`src/rtl/seq_tx_1010.sv`:
```
// Serial 1010-pattern transmitter: shifts a parallel pattern out MSB-first rep+1 times
// and counts the overlapping "1010" occurrences it emits.
module seq_tx_1010 #(
  parameter int unsigned WIDTH = 8,
  parameter int unsigned CNT_W = 4,
  parameter int unsigned HIT_W = 8
) (
  input  logic             clk,
  input  logic             rst,
  input  logic             start,
  input  logic             stop,
  input  logic [WIDTH-1:0] pattern,
  input  logic [CNT_W-1:0] rep,
  output logic             x_out,
  output logic             x_valid,
  output logic             busy,
  output logic             done,
  output logic [HIT_W-1:0] exp_hits
);

  localparam int unsigned BW = $clog2(WIDTH);

  localparam logic [1:0] S_IDLE = 2'd0;
  localparam logic [1:0] S_SEND = 2'd1;
  localparam logic [1:0] S_DONE = 2'd2;

  logic [1:0]       state;
  logic [1:0]       state_nxt;
  logic [WIDTH-1:0] shreg;
  logic [WIDTH-1:0] pat_q;
  logic [CNT_W-1:0] rep_cnt;
  logic [BW-1:0]    bit_cnt;
  logic [2:0]       hist;
  logic             last_bit;
  logic             hit;

  assign last_bit = (bit_cnt == '0);
  assign hit      = ({hist, shreg[WIDTH-1]} == 4'b1010);

  // State register
  always_ff @(posedge clk or negedge rst) begin
    if (!rst) state <= S_IDLE;
    else      state <= state_nxt;
  end

  // Next-state logic; stop outranks end-of-stream
  always_comb begin
    state_nxt = state;
    case (state)
      S_IDLE: if (start) state_nxt = S_SEND;
      S_SEND: begin
        if (stop)                            state_nxt = S_IDLE;
        else if (last_bit && rep_cnt == '0)  state_nxt = S_DONE;
      end
      S_DONE:  state_nxt = S_IDLE;
      default: state_nxt = S_IDLE;
    endcase
  end

  // Shift datapath, repetition handling and saturating hit counter
  always_ff @(posedge clk or negedge rst) begin
    if (!rst) begin
      shreg    <= '0;
      pat_q    <= '0;
      rep_cnt  <= '0;
      bit_cnt  <= '0;
      hist     <= '0;
      exp_hits <= '0;
    end else begin
      case (state)
        S_IDLE: begin
          if (start) begin
            shreg    <= pattern;
            pat_q    <= pattern;
            rep_cnt  <= rep;
            bit_cnt  <= BW'(WIDTH - 1);
            hist     <= '0;
            exp_hits <= '0;
          end
        end
        S_SEND: begin
          hist <= {hist[1:0], shreg[WIDTH-1]};
          if (hit && exp_hits != '1) exp_hits <= exp_hits + HIT_W'(1);
          if (last_bit && rep_cnt != '0) begin
            shreg   <= pat_q;
            rep_cnt <= rep_cnt - CNT_W'(1);
            bit_cnt <= BW'(WIDTH - 1);
          end else begin
            shreg   <= {shreg[WIDTH-2:0], 1'b0};
            bit_cnt <= bit_cnt - BW'(1);
          end
        end
        default: ;
      endcase
    end
  end

  // Outputs decoded straight from registered state
  assign x_valid = (state == S_SEND);
  assign x_out   = x_valid & shreg[WIDTH-1];
  assign busy    = (state != S_IDLE);
  assign done    = (state == S_DONE);

endmodule

```
`config.mk`:
```
export PLATFORM = sky130hd
export DESIGN_NAME = seq_tx_1010
export DESIGN_NICKNAME = d
export VERILOG_FILES = /design/src/rtl/seq_tx_1010.sv
export SDC_FILE = /design/constraint.sdc
export NUM_CORES = 1
export LEC_CHECK = 0
export CAP_MARGIN = 5
export CORE_MARGIN = 1.5
export CORE_UTILIZATION = 57
export CTS_BUF_LIST = sky130_fd_sc_hd__clkbuf_4 sky130_fd_sc_hd__clkbuf_8 sky130_fd_sc_hd__clkbuf_16
export CTS_CLUSTER_DIAMETER = 200
export DETAILED_ROUTE_END_ITERATION = 8
export HOLD_SLACK_MARGIN = 0.05
export PLACE_DENSITY = 0.84
export SETUP_SLACK_MARGIN = 0.1
export SYNTH_ARGS = -nofsm -noshare
export SYNTH_HDL_FRONTEND = slang
export SYNTH_SLANG_ARGS = --single-unit
```
`constraint.sdc`:
```
create_clock -name clk -period 3.48 [get_ports clk]
set_input_delay 0.696 -clock clk [delete_from_list [all_inputs] [get_ports clk]]
set_output_delay 0.696 -clock clk [all_outputs]
set_load 0.01 [all_outputs]
```
# Word-level counts from Yosys, hierarchy flattened
# Index checks and enable logic that the tools add are counted.
# word_totals
word_cells	51
romBits	0
latch_bits	0
n_memories	0
output_inout_bits	12
reg_bits	36
inputBits	16
ram_bits	0
# classes
reduce_logical	14
eq_ne	8
div_mod_pow	0
addsub	3
n_mul	0
mux	18
bitwise	1
shift	0
n_lt_le_gt_ge	0
# op_table
operator	count
2-to-1 mux 8 bit	4
one-hot mux 8 bit (2 select lines)	2
one-hot mux 3 bit (2 select lines)	2
2-to-1 mux 3 bit	3
adder 8 x 1 -> 8 bit (second input constant)	1
2-to-1 mux 4 bit	2
inequality test 8 bit (second input constant)	1
one-hot mux 4 bit (2 select lines)	1
2-to-1 mux 2 bit	3
AND reduction 2 bit	3
AND reduction 3 bit	2
equality test 4 bit (second input constant)	1
zero test 4 bit	1
inequality test 2 x 1 -> 1 bit (second input constant)	2
one-hot mux 2 bit (2 select lines)	1
nonzero test 2 bit	2
nonzero test 4 bit	1
subtractor 4 x 1 -> 4 bit (second input constant)	1
logical AND 1 bit	3
zero test 3 bit	1
inequality test 3 x 2 -> 1 bit (second input constant)	1
subtractor 3 x 1 -> 3 bit (second input constant)	1
equality test 2 x 1 -> 1 bit (second input constant)	1
equality test 2 bit (second input constant)	1
3 further kinds	3

# Logic depth before layout (Yosys ltp)
# Gate-level depths: netlist (run 1).
# logic_depth
word_depth	5
depth_mapped	7
mapped_depth_nobuf	6

# Worst setup path before layout (run 1)
# No wires, ideal clock.
# synth_path
kind	input -> register
start	input start
end	register exp_hits[4]
path_buffers	2
t_required_ps	3358
t_arrival_ps	1629
setup_slack_ps	1730
path_stages	5
cell_sequence	buf_2 -> nor3b_1 -> buf_2 -> o22ai_1 -> a32o_1
# synth_between
elab_chain_cells	2
# synth_rtl
item	line_no	rtl
start, declared	10	input logic start,
inequality test 2 bit (no source line)	--	
AND reduction 3 bit (no source line)	--	
end signal, assigned	83	if (hit && exp_hits != '1) exp_hits <= exp_hits + HIT_W'(1);
end, declared	18	output logic [HIT_W-1:0] exp_hits
# Every way passes these cells.
# A chain may end at the register's enable or synchronous reset.

# Worst setup path in the final report (run 1)
# layout_path
start	register state[0]
end	output x_out
# layout_between
elab_chain_cells	2
# layout_rtl
item	line_no	rtl
start, declared	27	logic [1:0] state;
start signal, assigned	43	else state <= state_nxt;
equality test 2 x 1 -> 1 bit	99	assign x_valid = (state == S_SEND);
bitwise AND 1 bit	100	assign x_out = x_valid & shreg[WIDTH-1];
end, declared	14	output logic x_out,
# Every way passes these cells.

==> summary.txt, run 1 <==
Outcome
  – Status: finished clean

Worst setup path
  – Worst Path Max Fanout: 13
  – Setup crit end kind: output port
  – Worst path slowest cell: dfrtp_1
  – CP delay by family, top: buffers and inverters
  – CP Class: register to output port
  – Worst endpoint required time: 2780 ps
  – Cell count along the critical path: 4
  – R2R cell count: 6
  – CP max stage delay: 570 ps
  – CP Launch Type: register
  – Worst path arrival time: 2360 ps
  – CP Cell Sequence: nand2_1 -> inv_1 -> and2_1 -> clkdlybuf4s50_1
  – Buf+Inv Stages, Crit Path: 2

Placed design
  – RePlAce Congestion: 0.879
  – HPWL Detailed: 2810 µm
  – Number of I/O port buffers: 27

Logic synthesis
  – Post-Syn Instances: 193
  – Fraction of registers with async set/reset: 1.00
  – Post-synth EDFFs: 0
  – Main flop type after synthesis: dfrtp_1
  – Top cell type's share of synthesized area: 0.498
  – Post-synth top cells: nand2_1 (43), dfrtp_1 (36), inv_1 (10)
  – Syn_nets: 213
  – Syn_area_per_cell: 9.37 µm²
  – Top cell type by total area after synthesis: dfrtp_1
  – Top post-synthesis cells by area: dfrtp_1 (50%), nand2_1 (8.9%), a31oi_1 (3.1%), o22a_1 (2.9%), ha_1 (2.8%)
  – Leading cell type by number of instances after synthesis: nand2_1
  – #FFs+latches synth: 36
  – Cell Area, Synth: 1810 µm²
  – Sequential area share after synthesis: 0.498
  – Netlist cell types: 44
  – Total number of yosys warnings: 0

Final layout
  – Final #Nets: 240
  – Post-layout util: 0.716
  – Area of the multi-input gates: 811 µm²
  – # diodes: 0
  – Layout cell share with drive strength beyond 1: 0.0860
  – FF/Latch Area: 901 µm²
  – Synth-to-layout area growth: 19.9%
  – Fillers: 231

STA
  – Total negative slack: 0 ps
  – RSZ-0062 raised after global routing: no
  – Worst-Margin Slew: 517 ps
  – Maximum clock frequency: 327 MHz
  – Final worst-path cycle share: 0.878
  – Worst Clk Skew: 10.3 ps
  – Count of pins over their slew limit: 0
  – Fin. Hold Viols: 0
  – Final setup fails: 0
  – Period minus WS final: 3050 ps
  – Relative slew slack: 0.653

Global routing
  – First-pass GRT wire length: 6760 µm
  – Initial antenna violation count: 0
  – Grt ovf: 0
  – Largest net degree at the start of global routing: 37
  – Gr usage total: 0.260
  – Vias in the first global route: 1451

Min path
  – Hold Crit Class: register to register
  – Hold Path Cell Cnt: 2

Run
  – Max-Cap Viols: 0

Floorplan
  – Die Width: 59.3 µm
  – Starting Density: 0.597
  – DIE AREA: 3520 µm²
  – Core region area: 3030 µm²
  – I/O pin cnt: 28
  – # rows: 20
  – Die H: 59.3 µm

Pwr
  – Pwr dens: 598 nW/µm²
  – Peak VDD IR: 0.333 mV
  – Sw Share: 0.346
  – Clk network pwr share: 0.194
  – Seq pwr share: 0.497
  – Leakage: 0.979 nW
  – NetSw: 448 µW
  – Internal: 849 µW
  – Comb power frac: 0.309

Drt
  – Vias per cell: 5.82
  – Antenna-violating nets left: 0
  – Drc violations: 0
  – Vias post-DR: 1542
  – DRT iter0 DRCs: 74
  – Wire per inst: 15.0 µm
  – Drt pass-1 iters: 4
  – Drt total wl: 3990 µm

Clocking
  – CTS buffer count: 5
  – Clock Pin Slew Worst Setup and Hold Paths: 100 ps
  – CTS resizes: 0
  – CTS H-tree lvls: 2
  – Clk buf depth: 2
  – Hold buffers post-CTS: 0
  – CTS tree: built
  – Clk_lat worst skew: 350 ps
  – CTS root buf: clkbuf_4
  – Sink Count: 36
  – Setup Buffers After CTS: 0
cells by family after synthesis:
| group | share of synthesized area |
|---|---|
| adder cells (fa/ha/maj) | 0.0277 |
| multiplexers | 0.00554 |
| flip-flops | 0.498 |
| buffers and inverters | 0.0533 |
| AND/OR/NAND/NOR | 0.176 |
| AO/OA/AOI/OAI | 0.239 |
per-layer routing:
layer  wire, µm  vias to the layer above  global-route usage  share of wire
li1           -                      752                   -              -
met1       1810                      733               0.344           0.45
met2       1900                       50               0.411           0.48
met3        237                        7              0.0764          0.059
met4         44                        0              0.0844          0.011
met5          0                        -                   0              0
flip-flops by register name, indices dropped and copies added (netlist names):
signal and cells:
bit_cnt 3, exp_hits 8, hist 3, pat_q 8, rep_cnt 4, shreg 8
state 2
layout by cell type (no fill, tap or decap), types with 3 or more instances in the layout:
cell / instances
o22ai_1: 8
nand2_1: 43
nor2_1: 6
ha_1: 4
dfrtp_1: 36
a31oi_1: 9
clkdlybuf4s50_1: 27
nand3_1: 4
o22a_1: 6
inv_1: 10
buf_4: 3
a21oi_1: 9
o21ai_0: 8
clkbuf_4: 7
layout make-up:
cell class / count / area share
clock buffer: 8 / 0.0306
inverter: 11 / 0.0191
multi-input combinational: 136 / 0.374
sequential: 36 / 0.416
tap: 44 / 0.0254
timing repair buffer: 30 / 0.135
metrics by stage:
stage | total power, mW | cells | setup WS, ps | cell area, µm² | hold WS [ps]
after CTS | 1.30 | 265 | 432 | 2170 | 494
after detailed placement | 1.05 | 257 | 826 | 2100 | 468
final | 1.30 | 265 | 426 | 2170 | 489
after floorplan | 0.881 | 193 | 1730 | 1810 | 400
after global placement | 1.02 | 257 | 907 | 2100 | 463
after global routing | 1.39 | 265 | 232 | 2170 | 528
path summary, 6_finish.rpt:
path	startpoint	end	slack (ps)
setup / recovery	state[0]	x_out	430
min in group asynchronous	rst	hist[0]	750
max in group asynchronous	rst	shreg[6]	2410
hold reg to reg	pat_q[6]	pat_q[6]	490
hold / removal	pat_q[6]	pat_q[6]	490
setup reg to reg	state[0]	exp_hits[4]	1080
power by group through the flow:
stage | logic, mW | clock network [mW] | registers (mW)
6_report | 0.400 | 0.251 | 0.645
5_1_grt | 0.454 | 0.269 | 0.663
4_1_cts | 0.403 | 0.256 | 0.641
3_5_place_dp | 0.400 | 0 | 0.650
3_3_place_gp | 0.379 | 0 | 0.643
2_1_floorplan | 0.248 | 0 | 0.632
worst reg2reg max path: cells and delay by family (launching register included):
kind,cells,cell delay [ps]
AOI/OAI and AO/OA,2,580
and+or+nand+nor,2,590
DFF,1,570
buffers and inverters,2,610
No activity file was read; power rests on OpenSTA's default activity.
==> run 2, diff against run 1 <==
--- a/config.mk
+++ b/config.mk
@@ -5,7 +5,7 @@
 export SDC_FILE = /design/constraint.sdc
 export NUM_CORES = 1
 export LEC_CHECK = 0
-export CAP_MARGIN = 5
+export ABC_CLOCK_PERIOD_IN_PS = 3480
 export CORE_MARGIN = 1.5
 export CORE_UTILIZATION = 57
 export CTS_BUF_LIST = sky130_fd_sc_hd__clkbuf_4 sky130_fd_sc_hd__clkbuf_8 sky130_fd_sc_hd__clkbuf_16
==> results of run 2 <==
Final layout, timing and power as in run 1 (identical DEF).
